### config.mk
export PLATFORM = sky130hd
export DESIGN_NAME = uart_prog_loader
export DESIGN_NICKNAME = d
export VERILOG_FILES = /design/src/rtl/uart_prog_loader_pkg.sv /design/src/rtl/byte_word_packer.sv /design/src/rtl/uart_prog_loader.sv
export SDC_FILE = /design/constraint.sdc
export NUM_CORES = 1
export LEC_CHECK = 0
export CAP_MARGIN = 40
export CORE_UTILIZATION = 59
export DETAILED_ROUTE_END_ITERATION = 7
export DONT_BUFFER_PORTS = 1
export GPL_ROUTABILITY_DRIVEN = 0
export PLACE_DENSITY = 0.82
export SETUP_SLACK_MARGIN = 0.02
export SKIP_LAST_GASP = 1
export SLEW_MARGIN = 5
export SYNTH_ARGS = -nofsm -noshare
export SYNTH_HDL_FRONTEND = slang
export SYNTH_SLANG_ARGS = --single-unit
### constraint.sdc
create_clock -name clk -period 3.31 [get_ports clk]
set_clock_uncertainty 0.15 [all_clocks]
set_input_delay 0.8275 -clock clk [delete_from_list [all_inputs] [get_ports clk]]
set_output_delay 0.8275 -clock clk [all_outputs]
set_load 0.005 [all_outputs]
### src/rtl/uart_prog_loader_pkg.sv
// Shared command bytes, reply bytes, error codes and FSM encoding for the UART program loader.
package uart_prog_loader_pkg;
  localparam logic [7:0] CMD_LOAD = 8'h4C;
  localparam logic [7:0] CMD_RUN  = 8'h52;
  localparam logic [7:0] CMD_HALT = 8'h48;
  localparam logic [7:0] ACK_BYTE = 8'h06;
  localparam logic [7:0] NAK_BYTE = 8'h15;

  localparam logic [2:0] ERR_NONE    = 3'd0;
  localparam logic [2:0] ERR_CMD     = 3'd1;
  localparam logic [2:0] ERR_LEN     = 3'd2;
  localparam logic [2:0] ERR_CSUM    = 3'd3;
  localparam logic [2:0] ERR_TIMEOUT = 3'd4;
  localparam logic [2:0] ERR_NOPROG  = 3'd5;

  typedef enum logic [2:0] {
    S_IDLE, S_LEN_LO, S_LEN_HI, S_DATA, S_CSUM, S_RESP, S_RUN
  } state_t;
endpackage

### src/rtl/byte_word_packer.sv
// Shifts bytes in LSB-first and pulses word_done the cycle after the last byte of a word.
module byte_word_packer import uart_prog_loader_pkg::*; #(
  parameter int DATA_W  = 8,
  parameter int INSTR_W = 32
) (
  input  logic               clk,
  input  logic               reset,
  input  logic               clr,
  input  logic               in_vld,
  input  logic [DATA_W-1:0]  in_byte,
  output logic [INSTR_W-1:0] word,
  output logic               word_done
);
  localparam int BPW = INSTR_W / DATA_W;
  localparam int IW  = (BPW > 1) ? $clog2(BPW) : 1;

  logic [IW-1:0] idx;

  always_ff @(posedge clk or negedge reset) begin
    if (!reset) begin
      word      <= '0;
      idx       <= '0;
      word_done <= 1'b0;
    end else begin
      word_done <= 1'b0;
      if (clr) begin
        idx <= '0;
      end else if (in_vld) begin
        // newest byte enters at the top so the first byte ends up in the LSBs
        word <= (word >> DATA_W) | (INSTR_W'(in_byte) << (INSTR_W - DATA_W));
        if (idx == IW'(BPW - 1)) begin
          idx       <= '0;
          word_done <= 1'b1;
        end else begin
          idx <= idx + 1'b1;
        end
      end
    end
  end
endmodule

### src/rtl/uart_prog_loader.sv
// Frame parser and run controller: loads checksummed programs into imem and gates cpu_run.
module uart_prog_loader import uart_prog_loader_pkg::*; #(
  parameter int DATA_W      = 8,
  parameter int INSTR_W     = 32,
  parameter int ADDR_W      = 8,
  parameter int TIMEOUT_CYC = 100000
) (
  input  logic               clk,
  input  logic               reset,
  input  logic [DATA_W-1:0]  rx_data,
  input  logic               rx_empty,
  output logic               rx_rd,
  input  logic               tx_full,
  output logic               tx_wr,
  output logic [DATA_W-1:0]  tx_data,
  output logic               imem_we,
  output logic [ADDR_W-1:0]  imem_addr,
  output logic [INSTR_W-1:0] imem_wdata,
  output logic               cpu_run,
  output logic               prog_valid,
  output logic [ADDR_W:0]    prog_len,
  output logic [2:0]         err_code
);
  localparam int BPW = INSTR_W / DATA_W;
  localparam int BCW = ADDR_W + 1 + $clog2(BPW);
  localparam int TW  = $clog2(TIMEOUT_CYC + 1);
  localparam int LW  = 2 * DATA_W;

  state_t            state, nxt;
  logic [DATA_W-1:0] len_lo, xor_acc;
  logic [ADDR_W:0]   len;
  logic [BCW-1:0]    bytes_left;
  logic [TW-1:0]     tcnt;
  logic [ADDR_W-1:0] addr;
  logic [LW-1:0]     len_full;
  logic              pop, in_frame, timeout, pk_clr, word_done;

  assign pop      = reset & (state != S_RESP) & !rx_empty;
  assign rx_rd    = pop;
  assign tx_wr    = reset & (state == S_RESP) & !tx_full;
  assign len_full = {rx_data, len_lo};
  assign in_frame = state inside {S_LEN_LO, S_LEN_HI, S_DATA, S_CSUM};
  // a byte arriving on the expiry cycle keeps the frame alive
  assign timeout  = in_frame & !pop & (tcnt == TW'(TIMEOUT_CYC - 1));
  assign pk_clr   = timeout | ((state == S_LEN_HI) & pop);
  assign imem_we  = word_done;
  assign imem_addr = addr;

  byte_word_packer #(.DATA_W(DATA_W), .INSTR_W(INSTR_W)) u_packer (
    .clk       (clk),
    .reset     (reset),
    .clr       (pk_clr),
    .in_vld    (pop & (state == S_DATA)),
    .in_byte   (rx_data),
    .word      (imem_wdata),
    .word_done (word_done)
  );

  always_ff @(posedge clk or negedge reset) begin
    if (!reset) begin
      state      <= S_IDLE;
      nxt        <= S_IDLE;
      tx_data    <= '0;
      cpu_run    <= 1'b0;
      prog_valid <= 1'b0;
      prog_len   <= '0;
      err_code   <= ERR_NONE;
      len_lo     <= '0;
      len        <= '0;
      bytes_left <= '0;
      tcnt       <= '0;
      addr       <= '0;
      xor_acc    <= '0;
    end else begin
      if (word_done) addr <= addr + 1'b1;
      if (in_frame) tcnt <= pop ? '0 : tcnt + 1'b1;
      else          tcnt <= '0;

      if (timeout) begin
        err_code <= ERR_TIMEOUT;
        tx_data  <= DATA_W'(NAK_BYTE);
        nxt      <= S_IDLE;
        state    <= S_RESP;
      end else begin
        case (state)
          S_IDLE: if (pop) begin
            if (rx_data == DATA_W'(CMD_LOAD)) begin
              state <= S_LEN_LO;
            end else begin
              state <= S_RESP;
              nxt   <= S_IDLE;
              if (rx_data == DATA_W'(CMD_RUN) && prog_valid) begin
                tx_data <= DATA_W'(ACK_BYTE);
                nxt     <= S_RUN;
              end else begin
                tx_data  <= DATA_W'(NAK_BYTE);
                err_code <= (rx_data == DATA_W'(CMD_RUN)) ? ERR_NOPROG : ERR_CMD;
              end
            end
          end
          S_LEN_LO: if (pop) begin
            len_lo <= rx_data;
            state  <= S_LEN_HI;
          end
          S_LEN_HI: if (pop) begin
            if (len_full == '0 || {1'b0, len_full} > (LW + 1)'(2 ** ADDR_W)) begin
              err_code <= ERR_LEN;
              tx_data  <= DATA_W'(NAK_BYTE);
              nxt      <= S_IDLE;
              state    <= S_RESP;
            end else begin
              len        <= len_full[ADDR_W:0];
              bytes_left <= BCW'(len_full[ADDR_W:0]) * BCW'(BPW);
              prog_valid <= 1'b0;
              cpu_run    <= 1'b0;
              addr       <= '0;
              xor_acc    <= '0;
              state      <= S_DATA;
            end
          end
          S_DATA: if (pop) begin
            xor_acc    <= xor_acc ^ rx_data;
            bytes_left <= bytes_left - 1'b1;
            if (bytes_left == BCW'(1)) state <= S_CSUM;
          end
          S_CSUM: if (pop) begin
            nxt   <= S_IDLE;
            state <= S_RESP;
            if (rx_data == xor_acc) begin
              prog_valid <= 1'b1;
              prog_len   <= len;
              err_code   <= ERR_NONE;
              tx_data    <= DATA_W'(ACK_BYTE);
            end else begin
              err_code <= ERR_CSUM;
              tx_data  <= DATA_W'(NAK_BYTE);
            end
          end
          S_RESP: if (!tx_full) begin
            state <= nxt;
            if (nxt == S_RUN) cpu_run <= 1'b1;
          end
          S_RUN: if (pop && rx_data == DATA_W'(CMD_HALT)) begin
            cpu_run <= 1'b0;
            tx_data <= DATA_W'(ACK_BYTE);
            nxt     <= S_IDLE;
            state   <= S_RESP;
          end
          default: state <= S_IDLE;
        endcase
      end
    end
  end
endmodule

== Word level (Yosys, flattened, before mapping) ==
Cells that the tools add are included.

* Bits in registers: 124
* Input bits: 12
* Output and inout port bits: 65
* Logic and storage cells: 165

* Add/sub/neg operators: 4
* Magnitude comparators: 1
* Eq/ne operators: 34
* Multiplexer cells: 71
* Bitwise gates (word level): 14
* Reductions and logical operators: 25

{| class="wikitable"
|+ Operators by type and width
! operator !! number
|-
| $mux W8 || 15
|-
| $mux W3 || 27
|-
| $mux W17 || 2
|-
| $mux W11 || 3
|-
| $or A24 B32 Y32 || 1
|-
| $pmux W8 S4 || 1
|-
| $ne A3 B3 Y1 const B || 10
|-
| $eq A8 B7 Y1 const B || 3
|-
| $pmux W11 S2 || 1
|-
| $pmux W3 S7 || 1
|-
| $reduce_and A7 Y1 || 3
|-
| $add A17 B1 Y17 const B || 1
|-
| $eq A17 B17 Y1 const B || 1
|-
| $gt A16 B9 Y1 const B || 1
|-
| $logic_not A16 Y1 || 1
|-
| $pmux W8 S2 || 1
|-
| $eq A3 B3 Y1 const B || 4
|-
| $ne A2 B2 Y1 const B || 6
|-
| $pmux W3 S4 || 1
|-
| $eq A11 B1 Y1 const B || 1
|-
| $sub A11 B1 Y11 const B || 1
|-
| $mux W1 || 10
|-
| $mux W5 || 2
|-
| $pmux W3 S3 || 1
|-
| other kinds (29) || 51
|}

== Depth between registers and ports, before layout ==
Gate-level depths: netlist (run 1).

* Word-level depth: 9
* Gate-level depth with buffers: 8
* Mapped depth without buffers: 7

== Cells and area by module ==
Synthesis (run 1) repeated with hierarchy kept, for this count alone.

* Cells, all modules: 505
* Area total of the unflattened synthesis: 5753.0 um2

{| class="wikitable"
|+ Modules (own cells, without submodules)
! module !! times used !! cells each !! area an instance (um2) !! sequential area each (um2)
|-
| uart_prog_loader || 1 || 426 || 4270.3 || 2052.0
|-
| byte_word_packer || 1 || 79 || 1482.7 || 875.8
|}

== Worst setup path after synthesis (run 1) ==
No wires, ideal clock.

* Path type: in2reg
* From: input port reset
* To: register tx_data[1]
* Library setup time: 125 ps
* Arrival: 2724 ps
* Path slack: 311 ps
* Cell stages on the path: 7
* Path buffers: 2
* Cell sequence: nor2b_1 -> buf_6 -> or3b_1 -> or4_1 -> buf_2 -> a311oi_4 -> mux2_4

* Cells in the longest elaborated chain, start to end: 7

{| class="wikitable"
|+ RTL lines
! what !! RTL line !! source
|-
| start: declaration || uart_prog_loader.sv:9 || <nowiki>input logic reset,</nowiki>
|-
| $and A1 B1 Y1 (*) (2 in a row) || uart_prog_loader.sv:38 || <nowiki>assign pop = reset & (state != S_RESP) & !rx_empty;</nowiki>
|-
| $logic_not A1 Y1 || uart_prog_loader.sv:44 || <nowiki>assign timeout = in_frame & !pop & (tcnt == TW'(TIMEOUT_CYC - 1));</nowiki>
|-
| $and A1 B1 Y1 (2 in a row) || uart_prog_loader.sv:44 ||
|-
| $ne A3 B3 Y1 (no line), or another cell as far along || -- ||
|-
| $reduce_and A7 Y1 (no line) || -- ||
|-
| end signal: assignment || uart_prog_loader.sv:81 || <nowiki>tx_data <= DATA_W'(NAK_BYTE);</nowiki>
|-
| end signal: assignment || uart_prog_loader.sv:93 || <nowiki>tx_data <= DATA_W'(ACK_BYTE);</nowiki>
|-
| end signal: assignment || uart_prog_loader.sv:96 || <nowiki>tx_data <= DATA_W'(NAK_BYTE);</nowiki>
|-
| end: declaration || uart_prog_loader.sv:15 || <nowiki>output logic [DATA_W-1:0] tx_data,</nowiki>
|}

Every way passes the cells marked *; elsewhere a longest branch is shown, timed or not.
A chain may end at the register's enable or synchronous reset.

== Worst setup path in the final report (run 1) ==
* From: register state[0]
* To: output port tx_wr

* Cells in the longest elaborated chain, start to end: 3

{| class="wikitable"
|+ RTL lines
! what !! RTL line !! source
|-
| start: declaration || uart_prog_loader.sv:29 || <nowiki>state_t state, nxt;</nowiki>
|-
| start signal: assignment || uart_prog_loader.sv:140 || <nowiki>state <= nxt;</nowiki>
|-
| $eq A3 B3 Y1 || uart_prog_loader.sv:40 || <nowiki>assign tx_wr = reset & (state == S_RESP) & !tx_full;</nowiki>
|-
| $and A1 B1 Y1 (2 in a row) || uart_prog_loader.sv:40 ||
|-
| end: declaration || uart_prog_loader.sv:14 || <nowiki>output logic tx_wr,</nowiki>
|}

Every way passes these cells.

==> flow_summary_export.csv, run 1 <==
group,metric,value,unit
critical_path,cp-end-kind,"primary output",
finish,n_fill_cell,655,
yosys,avgSynthCellArea,9.66,µm²
critical_path,endpoint,"tx_wr",
yosys,ys.flop_type,"dfrtp_1",
sta,final_hold_viol_count,117,
sta,fin_crit,2.86,ns
sta,fin_setup_tns,0,ns
die,dieArea,9890,µm²
route,wl_per_cell,17.0,µm
clocking,clock_latency,0.52,ns
yosys,synth_area,5610,µm²
yosys,synth_compound_area_share,10.2,%
die,initial_core_util,60.7,%
global_route,grt_overflow_total,0,
critical_path,arrival,1.88,ns
finish,post-route-util,69.4,%
finish,drive_gt1_share,13.4,%
clocking,clock-root-buffer,"clkbuf_8",
finish,num_antenna_cells,0,
clocking,cts_resized,0,
route,final_antenna_net_count,0,
placed_design,post-place-cells,693,
power,p_per_area,812,nW/µm²
yosys,yosys_register_bits,117,
critical_path,r2r_start,"len_lo[0]$_DFFE_PN0P_",
route,num_vias,4314,
yosys,synth_top_cell_by_area,"dfrtp_1",
finish,final_cells,724,
yosys,synth_most_common_cell,"nand2_1",
yosys,async_flop_share,100,%
yosys,synth-edff-count,0,
yosys,synthAdderAreaFrac,1.12,%
die,ios,77,
yosys,synthSimpleGateAreaFrac,21.9,%
route,met3_length,855,µm
yosys,yosys-top-cells-area,"dfrtp_1 (52%), nand2_1 (8.3%), mux2_2 (5.8%)",
critical_path,crit_start,"state[0]$_DFFE_PN0P_",
sta,fin_ws,0.455,ns
power,peakVddDrop,0.546,mV
die,dieWidth,99.5,µm
global_route,grt_max_degree,122,
yosys,syn_inst,580,
sta,setup_viol,0,
placed_design,dpl-instance-area,5720,µm²
global_route,grt_pass1_vias,4241,
clocking,cts_tree,"done",
critical_path,worstSetupPathType,"flop to primary output",
sta,tightestPinTransition,0.640,ns
global_route,grt_pass1_wl,20600,µm
finish,areaGrowthSynthToFinish,14.4,%
hold_path,hold_path.class,"input port to async pin",
route,viasPerCell,5.96,
die,core_area,9240,µm²
yosys,synth_top_family_by_area,"simple AND/OR/NAND/NOR gates",
critical_path,startpoint_type,"flop",
route,drt_pass1_iterations,5,
global_route,antenna_found_initial,0,
yosys,synth.mux.area_fraction,6.81,%
yosys,ys_types,63,
run_status,status,"finished with violations",
route,met2_length,6040,µm
yosys,yosysWarnings,0,
job,drv_cap,0,
die,num_rows,35,
clocking,htree_levels,4,
route,drt-met1-wl,5100,µm
clocking,postCtsSetupBuffers,0,
global_route,grt.total_usage,27.0,%
finish,fin_nets,600,
placed_design,dpl_worst_slack,0.338,ns
placed_design,dpl.hpwl,8000,µm
sta,max_freq,350,MHz
critical_path,critPathRequiredTime,2.33,ns
route,drt-initial-drc-count,254,
route,highest_layer,"met4",
clocking,clkSinkCount,117,
die,die_y,99.5,µm
sta,slew_viol_final,0,
critical_path,r2r_end,"err_code[1]$_DFFE_PN0P_",
yosys,synthXorXnorAreaFrac,4.38,%
critical_path,critPathMaxFanout,15,
sta,fin_crit_sh,86.3,%
critical_path,ff2ff_path_depth,6,
clocking,cts_buffer_depth,2,
yosys,synth-seq-area-share,52.2,%
finish,design_area,6410,µm²
power,p_leak,2.95,nW
sta,rsz0062_at_grt,"no",
clocking,cts_buffers,17,
clocking,path_clk_slew,0.06,ns
run_status,violations,"negative hold slack",
placed_design,port-buffer-count,0,
yosys,synth_common_cells,"nand2_1 (124), dfrtp_1 (117), nor2_1 (60), o21ai_0 (37), mux2_2 (29)",
yosys,yosys.area.top_type_share,52.2,%
route,wl,12300,µm
sta,max-slew-margin-rel,57.0,%
route,drc,0,
sta,fin_hold_ws,-0.151,ns
critical_path,rrSetupSlack,0.49,ns
[report_power, final]
group / switching, mW / internal (mW)
clock: 0.652 / 1.49
combinational: 0.526 / 0.419
sequential: 0.381 / 1.74
[cells in the final DEF, fill, tap and decap left out, drive strengths merged, types with 3 or more instances in the layout]
cell type | Yosys | layout
o21ai | 37 | 37
a211o | 3 | 3
or2 | 3 | 3
conb | 1 | 4
and3 | 3 | 3
clkbuf | 21 | 19
nor2 | 60 | 60
dfrtp | 117 | 117
xnor2 | 8 | 8
mux2i | 4 | 4
nor2b | 6 | 6
nand4 | 10 | 10
ha | 5 | 5
bufinv | 0 | 7
a21oi | 17 | 17
mux2 | 30 | 30
nand2b | 4 | 4
xor2 | 20 | 20
nand2 | 124 | 124
nand3 | 11 | 11
or4 | 5 | 5
nor3 | 8 | 8
and2 | 3 | 3
or3 | 5 | 5
inv | 11 | 13
and3b | 3 | 3
nor4 | 7 | 7
o21a | 3 | 3
buf | 9 | 11
[state kept, by name (all words and copies together) (netlist names), 3 cells and up]
name,cells
err_code,3
xor_acc,8
u_packer.word,32
len,9
tx_data,3
bytes_left,11
imem_addr,8
state,3
tcnt,17
len_lo,8
prog_len,9
[final cells by class]
cell class              instances  area, µm²  area share (%)
flip-flops and latches        117       2930            45.7
inverters                      11       41.3           0.644
multi-input cells             425       2510            39.1
well taps                     129        161            2.52
repair buffers                 11       82.6            1.29
clock inverters                12        248            3.86
clock buffers                  19        442            6.89
[critical path, stage by stage, from the launching register on]
cell	delay (ns)
dfrtp_1	0.63
nor2b_1	0.35
and3b_1	0.24
and2_1	0.15
[routing by layer]
layer  vias up  GRT usage, %
met5         -             0
met4         0          12.8
met3        33          6.96
met2       195          43.6
met1      2091          34.3
li1       1995             -
[per-stage QoR]
stage / total power, mW / hold slack [ns]
finish: 5.21 / -0.151
global route: 5.45 / -0.177
CTS: 5.21 / -0.171
detailed placement: 3.04 / 0.330
global placement: 2.98 / 0.324
floorplan: 2.78 / 0.305
[cells by family after synthesis]
family / Yosys count
other: 1
adders and majority gates: 5
DFF: 117
muxes: 34
AOI/OAI and AO/OA: 88
buffers and inverters: 41
and+or+nand+nor: 266
xor gates and xnor gates: 28
[worst min-delay path by stage]
stage	start	to	slack, ns	depth (start not counted)
6_report	reset	u_packer.word[5]$_DFFE_PN0P_	-0.15	0
5_1_grt	reset	u_packer.word[5]$_DFFE_PN0P_	-0.18	0
4_1_cts	reset	u_packer.word[7]$_DFFE_PN0P_	-0.17	0
3_5_place_dp	tcnt[0]$_DFF_PN0_	tcnt[0]$_DFF_PN0_	0.33	1
3_3_place_gp	tcnt[0]$_DFF_PN0_	tcnt[0]$_DFF_PN0_	0.32	1
2_1_floorplan	tcnt[0]$_DFF_PN0_	tcnt[0]$_DFF_PN0_	0.30	1
No activity file was read; power rests on OpenSTA's default activity.
==> inputs of run 2 (changes only) <==
==> constraint.sdc (replaced) <==
create_clock -name clk -period 3.45 [get_ports clk]
set_clock_uncertainty 0.15 [all_clocks]
set_input_delay 0.8625 -clock clk [delete_from_list [all_inputs] [get_ports clk]]
set_output_delay 0.8625 -clock clk [all_outputs]
set_load 0.005 [all_outputs]
==> flow_summary_export.csv, run 2 (synthesis gave the netlist of run 1 again) <==
group,metric,value,unit
clocking,clock_latency,0.52,ns
global_route,grt.total_usage,27.4,%
critical_path,startpoint_type,"flop",
route,final_antenna_net_count,0,
clocking,htree_levels,4,
global_route,grt_pass1_vias,4280,
sta,max_freq,337,MHz
power,p_leak,2.91,nW
die,die_y,99.5,µm
global_route,use_met2,44.2,%
critical_path,r2r_start,"len_lo[4]$_DFFE_PN0P_",
route,drc,0,
route,drt-initial-drc-count,288,
die,num_rows,35,
clocking,postCtsSetupBuffers,0,
sta,slew_viol_final,0,
finish,final_cells,722,
global_route,grt_overflow_total,0,
critical_path,critPathMaxFanout,15,
critical_path,arrival,1.95,ns
clocking,cts_buffers,17,
global_route,grt-busiest-layer,"met2",
power,power.total,4.84,mW
finish,fin_nets,597,
clocking,clkSinkCount,117,
run_status,violations,"negative hold slack",
critical_path,crit_start,"state[0]$_DFFE_PN0P_",
run_status,status,"finished with violations",
sta,setup_viol,0,
global_route,grt_use_met1,35.2,%
hold_path,hold_path.class,"input port to async pin",
finish,layout_commonest_cell,"nand2_1",
clocking,path_clk_slew,0.06,ns
critical_path,cp-end-kind,"primary output",
global_route,antenna_found_initial,0,
placed_design,dpl.hpwl,8120,µm
route,drt_pass1_iterations,7,
route,wl,12700,µm
critical_path,critPathRequiredTime,2.44,ns
clocking,clock-root-buffer,"clkbuf_8",
clocking,cts_tree,"done",
placed_design,post-place-cells,690,
route,viasPerCell,6.07,
sta,max-slew-margin-rel,47.9,%
sta,fin_setup_tns,0,ns
sta,final_hold_viol_count,117,
placed_design,port-buffer-count,0,
die,core_area,9240,µm²
finish,num_antenna_cells,0,
job,drv_cap,0,
power,peakVddDrop,0.406,mV
power,p_per_area,764,nW/µm²
global_route,grt_pass1_wl,21000,µm
finish,areaGrowthSynthToFinish,13.0,%
die,ios,77,
die,dieWidth,99.5,µm
sta,fin_crit,2.96,ns
critical_path,worstSetupPathType,"flop to primary output",
route,num_vias,4385,
die,dieArea,9890,µm²
global_route,use_met3,7.17,%
finish,final_cell_mix,"nand2_1 (124), dfrtp_1 (117), nor2_1 (59)",
finish,regMostFlops,"u_packer.word",
finish,drive_gt1_share,13.2,%
die,initial_core_util,60.7,%
sta,rsz0062_at_grt,"no",
finish,largest_reg_flops,32,
finish,largest_registers,"u_packer.word x32, tcnt x17, bytes_left x11",
sta,tightestPinTransition,0.782,ns
route,wl_per_cell,17.6,µm
clocking,cts_resized,0,
global_route,grt_max_degree,122,
clocking,cts_buffer_depth,2,
sta,fin_hold_ws,-0.120,ns
finish,post-route-util,68.5,%
sta,fin_crit_sh,85.9,%
run 2: cell count changes in the layout (fill, tap and decap cells not counted):
cell,delta
clkinv_2,-1
buf_4,-3
bufinv_16,-3
clkinvlp_4,-1
clkbuf_8,-2
inv_8,+2
inv_6,+1
clkinv_4,+5
run 2: area by class of cell:
class                   count  area [µm²]
clock inverters            15         220
flip-flops and latches    117        2930
well taps                 129         161
fillers                   672        2910
inverters                  11        41.3
multi-input cells         425        2510
repair buffers              8        60.1
clock buffers              17         414
run 2: stage by stage:
step	setup WS (ns)	area, µm²
after floorplan	0.416	5620
after global placement	0.403	5700
after detailed placement	0.353	5700
after CTS	0.523	6330
after global routing	0.447	6330
final	0.487	6330
run 2: critical path: stages (launching register included):
cell and delay, ns:
dfrtp_1 0.63, nor2b_1 0.42, and3b_1 0.24, and2_1 0.15
run 2: worst paths after layout:
path	endpoint	slack, ns	depth (start not counted)
setup / recovery	tx_wr	0.49	3
hold / removal	u_packer.word[5]$_DFFE_PN0P_	-0.12	0
setup reg to reg	err_code[2]$_DFFE_PN0P_	0.61	6
hold reg to reg	tcnt[0]$_DFF_PN0_	0.35	1
max in group asynchronous	prog_len[2]$_DFFE_PN0P_	3.11	0
min in group clk	u_packer.word[27]$_DFFE_PN0P_	0.32	2
run 2: per-layer routing:
metal	share of wire, %	routed length [µm]
met5	0	0
met4	2.4	301
met2	50	6340
met3	7.3	921
met1	40	5130
run 2: where the power goes:
part	switching, mW	total, mW	internal (mW)
clock	0.685	1.88	1.19
combinational	0.524	0.924	0.400
sequential	0.366	2.03	1.67
